<file path="config.mk">
export PLATFORM = sky130hd
export DESIGN_NAME = shift_unit_pipe
export DESIGN_NICKNAME = d
export VERILOG_FILES = /design/src/rtl/shift_unit_pipe.sv
export SDC_FILE = /design/constraint.sdc
export NUM_CORES = 1
export LEC_CHECK = 0
export CORE_MARGIN = 1.5
export CORE_UTILIZATION = 50
export CTS_CLUSTER_DIAMETER = 150
export DETAILED_ROUTE_END_ITERATION = 8
export MAX_ROUTING_LAYER = met4
export PLACE_DENSITY_LB_ADDON = 0.05
export SLEW_MARGIN = 40
export SYNTH_ARGS = -nofsm -noshare
export SYNTH_HDL_FRONTEND = slang
export SYNTH_SLANG_ARGS = --single-unit
</file>
<file path="constraint.sdc">
create_clock -name clk -period 4.36 [get_ports clk]
set_input_delay 0.436 -clock clk [delete_from_list [all_inputs] [get_ports clk]]
set_output_delay 0.436 -clock clk [all_outputs]
set_load 0.01 [all_outputs]
</file>
<file path="src/rtl/shift_unit_pipe.sv">
`default_nettype none
// ============================================================================
//  Module      : shift_unit_pipe
//  Description : Two-stage pipelined barrel shifter/rotator (SLL, SRA, ROR,
//                ROL) with valid/ready handshakes and output backpressure.
//  Revision    : 1.0 - initial release
// ============================================================================
module shift_unit_pipe #(
  parameter int WIDTH = 16,
  localparam int SHAMT_W = $clog2(WIDTH)
) (
  input  logic               clk,
  input  logic               rst_n,
  input  logic               in_valid,
  output logic               in_ready,
  input  logic [WIDTH-1:0]   in_data,
  input  logic [SHAMT_W-1:0] in_shamt,
  input  logic [1:0]         in_mode,
  output logic               out_valid,
  input  logic               out_ready,
  output logic [WIDTH-1:0]   out_data,
  output logic               out_zero
);

  localparam int c_LO = (SHAMT_W + 1) / 2;
  localparam int c_HI = SHAMT_W - c_LO;

  localparam logic [1:0] c_SLL = 2'b00;
  localparam logic [1:0] c_SRA = 2'b01;
  localparam logic [1:0] c_ROR = 2'b10;
  localparam logic [1:0] c_ROL = 2'b11;

  // One log-stage move by n positions; rotates are always rightward here.
  function automatic logic [WIDTH-1:0] f_move(
    input logic [WIDTH-1:0] d,
    input logic [1:0]       mode,
    input logic             sign,
    input int unsigned      n
  );
    logic [2*WIDTH-1:0] w_ext;
    unique case (mode)
      c_SLL:   w_ext = {{WIDTH{1'b0}}, d << n};
      c_SRA:   w_ext = {{WIDTH{sign}}, d} >> n;
      default: w_ext = {d, d} >> n;
    endcase
    return w_ext[WIDTH-1:0];
  endfunction

  logic [SHAMT_W-1:0] w_amt;
  logic [1:0]         w_mode;
  logic [WIDTH-1:0]   w_lo;
  logic [WIDTH-1:0]   w_hi;
  logic               w_s2_adv;
  logic               w_s1_adv;

  logic               r_s1_valid;
  logic [WIDTH-1:0]   r_s1_data;
  logic [c_HI-1:0]    r_s1_amt;
  logic [1:0]         r_s1_mode;
  logic               r_s1_sign;
  logic               r_out_valid;
  logic [WIDTH-1:0]   r_out_data;
  logic               r_out_zero;

  // ROL by n is folded into ROR by (WIDTH-n) mod WIDTH before the first stage.
  assign w_amt  = (in_mode == c_ROL) ? (SHAMT_W'(0) - in_shamt) : in_shamt;
  assign w_mode = (in_mode == c_ROL) ? c_ROR : in_mode;

  always_comb begin
    w_lo = in_data;
    for (int k = 0; k < c_LO; k++) begin
      if (w_amt[k]) begin
        w_lo = f_move(w_lo, w_mode, in_data[WIDTH-1], 1 << k);
      end
    end
  end

  always_comb begin
    w_hi = r_s1_data;
    for (int k = 0; k < c_HI; k++) begin
      if (r_s1_amt[k]) begin
        w_hi = f_move(w_hi, r_s1_mode, r_s1_sign, 1 << (k + c_LO));
      end
    end
  end

  assign w_s2_adv = !r_out_valid || out_ready;
  assign w_s1_adv = w_s2_adv;
  assign in_ready = !r_s1_valid || w_s1_adv;

  always_ff @(posedge clk) begin
    if (!rst_n) begin
      r_s1_valid  <= 1'b0;
      r_s1_data   <= '0;
      r_s1_amt    <= '0;
      r_s1_mode   <= c_SLL;
      r_s1_sign   <= 1'b0;
      r_out_valid <= 1'b0;
      r_out_data  <= '0;
      r_out_zero  <= 1'b0;
    end else begin
      if (w_s2_adv) begin
        r_out_valid <= r_s1_valid;
        if (r_s1_valid) begin
          r_out_data <= w_hi;
          r_out_zero <= (w_hi == '0);
        end
      end
      if (in_ready) begin
        r_s1_valid <= in_valid;
        if (in_valid) begin
          r_s1_data <= w_lo;
          r_s1_amt  <= w_amt[SHAMT_W-1:c_LO];
          r_s1_mode <= w_mode;
          r_s1_sign <= in_data[WIDTH-1];
        end
      end
    end
  end

  assign out_valid = r_out_valid;
  assign out_data  = r_out_data;
  assign out_zero  = r_out_zero;

endmodule
`default_nettype wire

</file>
### Word level (Yosys, flattened, before mapping)

Index checks and enable logic that the tools add are counted.

| operators by class | value |
|---|---|
| $add $sub $neg | 1 |
| eq/ne operators | 3 |
| mux-type cells | 10 |
| reduce and logical (&&, ||, !) cells | 9 |

Operators with widths:

| kind | count |
|---|---|
| $pmux W16 S2 | 4 |
| $mux W16 | 4 |
| $logic_not A16 Y1 | 1 |
| $eq A2 B1 Y1 const B | 2 |
| $logic_not A2 Y1 | 2 |
| $mux W4 | 1 |
| $reduce_and A2 Y1 | 2 |
| $sub A1 B4 Y4 const A | 1 |
| $eq A2 B2 Y1 const B | 1 |
| $logic_not A1 Y1 | 2 |
| $logic_or A1 B1 Y1 | 2 |
| $mux W2 | 1 |

| storage, ports and cells | value |
|---|---|
| register bits after elaboration | 40 |
| input bits | 26 |
| output and inout port bits | 19 |
| logic and storage cells | 31 |

### Longest topological paths before layout

| logic depth | value |
|---|---|
| depth after elaboration | 7 |
| gate-level depth with buffers | 9 |

### Worst setup path before layout

No wires, ideal clock.

| path | value |
|---|---|
| kind | input port to flip-flop |
| start point | input port in_shamt[0] |
| end point | register r_s1_data[12] |
| setup time | 116 ps |
| arrival | 1999 ps |
| required time | 4244 ps |
| slack | 2245 ps |
| stages on the path | 9 |
| path buffers | 2 |
| cells stage by stage | clkbuf_1 > inv_1 > ha_1 > mux2i_1 > clkbuf_1 > nor3_1 > a221oi_1 > nand2_1 > o211a_1 |

| between the ends | value |
|---|---|
| longest elaborated chain between the ends | 5 |

RTL lines:

| item | line | text |
|---|---|---|
| start, declared | 17 | `input logic [SHAMT_W-1:0] in_shamt,` |
| $sub A1 B4 Y4 | 66 | `assign w_amt = (in_mode == c_ROL) ? (SHAMT_W'(0) - in_shamt) : in_shamt;` |
| $mux W4 * | 66 |  |
| $mux W16 | 72 | `if (w_amt[k]) begin` |
| $pmux W16 S2 | 41 | `unique case (mode)` |
| $mux W16 * | 72 |  |
| end signal, assigned | 112 | `r_s1_data <= w_lo;` |
| end, declared | 57 | `logic [WIDTH-1:0] r_s1_data;` |

Mark *: on every way between the ends. The rest lies on a longest branch, timed or not.
A chain may end at the register's enable or synchronous reset.

### Final worst setup path

| path | value |
|---|---|
| start point | input port in_shamt[0] |
| end point | register r_s1_data[3] |

The elaborated chain is that of the path after synthesis.

==> run metrics <==
Hold Path Origin out_data[14]; Synth Area per Inst 7.82 um2; Routed WL 7370 um; number of antenna repair diodes 0; clk buf depth 2; initial antenna violation count 0; share of cells above drive strength 1 0.0667; hold_buf cts 0; pre-CTS setup slack 1400 ps; Reg2Reg Depth 7; Worst-path clk slew 90 ps; crit-path max FO 35; Layout area overhead 19.0%; total negative slack 0 ps; post-DR wirelength/cell 15.9 um; Ys Warns 0; cell breakdown of the critical path clkdlybuf4s50_1, buf_4, inv_1, ha_1, mux2i_1, buf_4, nor2_1, a22oi_1, nand3_1, o211a_1; cell taking the most area after synthesis dfxtp_1; IO Port Bufs 44; # IOs 45; RR Endpoint out_zero; Post-synth top flop dfxtp_1; reg2reg start r_s1_amt[0]; most frequent cells in the layout clkdlybuf4s50_1, nand2_1, dfxtp_1; total CTS buffers 5; gr usage total 0.259; clock sinks 40; syn nets 391; post-synthesis sequential area ratio 0.281; total gr overflow 0; Final Net Count 416; most common cell after layout, fill and taps aside clkdlybuf4s50_1; Worst Path Required 4590 ps; die height 78.4 um; fin cells 462; maximum vdd ir drop 0.191 mV; Yosys reg bits 40; Synth area leaders dfxtp_1, o211a_1, mux2i_1; Max Slew Vio Count 0; setup violators final 0; worst-margin pin slew 743 ps; fill count 514; Max-slew headroom 0.504; RSZ-0062 raised after global routing false; max_cap viols 0; Initial DRC Count 205; drt drc 0; most used cell, CP buf_4; slowest stage delay, CP 590 ps; DP HPWL 5510 um; Post-Syn Instances 364; CP Launch Type primary input; placed cells 454; Worst Skew 9.68 ps; placer's final routability congestion estimate 0.910; Pwr per Cell Area 302 nW/um2; largest net degree at the start of global routing 42; FP Rows 27; Tcrit/Tclk final 0.622; Starting Density 0.517; CTS tree done; WP data arrival 2940 ps; Die ar. 6150 um2; Setup Buffers After CTS 0; Hold Path Class flip-flop to flip-flop; Worst-Skew Late Latency 290 ps; Die Width 78.4 um; area share of the largest cell type after synthesis 0.281; hold path endpoint out_data[14]; worst path bufs/invs 4; vias in the first global route 2480; kind of critical path primary input to flip-flop; f_max 369 MHz; Period minus WS final 2710 ps; CP max stage cell nor2_1; CP top delay family buffers and inverters; Synth Cell Area 2850 um2; cts repair resizes 0; CTS HTree Levels 2; run status completed; Min-Delay Path Depth 2; Final WS setup 1650 ps; vias per inst 6.04; vias 2789; antenna-violating nets left 0; first-pass GRT wire length 12300 um; crit path capture type flip-flop; post-synth cell types 56; first-pass iteration count of the detailed router 6; flop2flop setup slack 1670 ps; area of the core 5510 um2; leakage power 1.42 nW; Final Hold Viols 0; root buf cell clkbuf_8; Post-synth EDFFs 0; post-synthesis async set-or-reset flop share 0
[layer usage]
metal | up-vias | routed length [um] | global-route usage
li1 | 1418 | - | -
met1 | 1272 | 3350 | 0.326
met2 | 82 | 3500 | 0.430
met3 | 17 | 362 | 0.0372
met4 | 0 | 157 | 0.0839
met5 | - | 0 | -
[kinds of logic (layout without fill, tap and decap cells)]
family / count (synthesis) / after routing / synth area share
AO/OA/AOI/OAI: 131 / 131 / 0.349
XOR/XNOR: 1 / 1 / 0.00308
adder cells (fa/ha/maj): 1 / 1 / 0.00440
buffers and inverters: 40 / 66 / 0.0651
flip-flops: 40 / 40 / 0.281
multiplexers: 22 / 22 / 0.0796
AND/OR/NAND/NOR: 129 / 129 / 0.218
[sequential cells by signal (all words and copies together), names as in the netlist]
name	flops
r_s1_data	16
r_s1_valid	1
r_s1_sign	1
out_data	16
out_valid	1
r_s1_amt	2
out_zero	1
r_s1_mode	2
[power breakdown]
part	internal, mW	leakage, nW	switching [mW]	total [mW]
Clock	0.172	0.0548	0.138	0.310
Combinational	0.136	1.04	0.149	0.284
Sequential	0.392	0.330	0.0366	0.428
Total	0.700	1.42	0.323	1.02
[cell usage after synthesis (all sizes together), types with 6 or more instances]
| cell type | n |
|---|---|
| nor3 | 7 |
| buf | 11 |
| a22oi | 14 |
| clkbuf | 22 |
| inv | 6 |
| nand2 | 43 |
| and2 | 6 |
| nand2b | 6 |
| nor2 | 28 |
| o211a | 24 |
| nand3 | 15 |
| nor2b | 11 |
| o21ai | 17 |
| mux2i | 20 |
| dfxtp | 40 |
| a21oi | 24 |
[worst min-delay path, stage by stage (launching register included)]
cell and delay [ps]:
dfxtp_1 320, nand2_1 40, a21boi_0 60
[cell type report]
type / instances / area [um2] / share of cell area
sequential: 40 / 801 / 0.237
inverter: 7 / 26.3 / 0.00776
tap: 72 / 90.1 / 0.0266
timing repair buffer: 51 / 493 / 0.146
clock buffer: 5 / 68.8 / 0.0203
multi-input combinational: 284 / 1860 / 0.550
clock inverter: 3 / 46.3 / 0.0137
[how the worst max path moves through the flow]
| stage | from | to | cells after the start |
|---|---|---|---|
| finish | in_shamt[0] | r_s1_data[3] | 10 |
| global route | in_shamt[0] | r_s1_data[8] | 10 |
| CTS | r_s1_amt[0] | out_zero | 7 |
| detailed placement | in_shamt[0] | r_s1_data[2] | 10 |
| global placement | in_shamt[0] | r_s1_data[8] | 10 |
| floorplan | in_shamt[0] | r_s1_data[12] | 9 |
[per-stage QoR]
stage | hold slack, ps | util | power (mW) | cell area [um2]
after floorplan | 488 | - | 0.623 | 2850
after global placement | 452 | 0.594 | 0.716 | 3270
after detailed placement | 456 | 0.594 | 0.718 | 3270
after CTS | 468 | 0.615 | 1.03 | 3390
after global routing | 485 | 0.615 | 1.08 | 3390
final | 463 | 0.615 | 1.02 | 3390
Note: power is estimated with default switching activity, not from simulation.
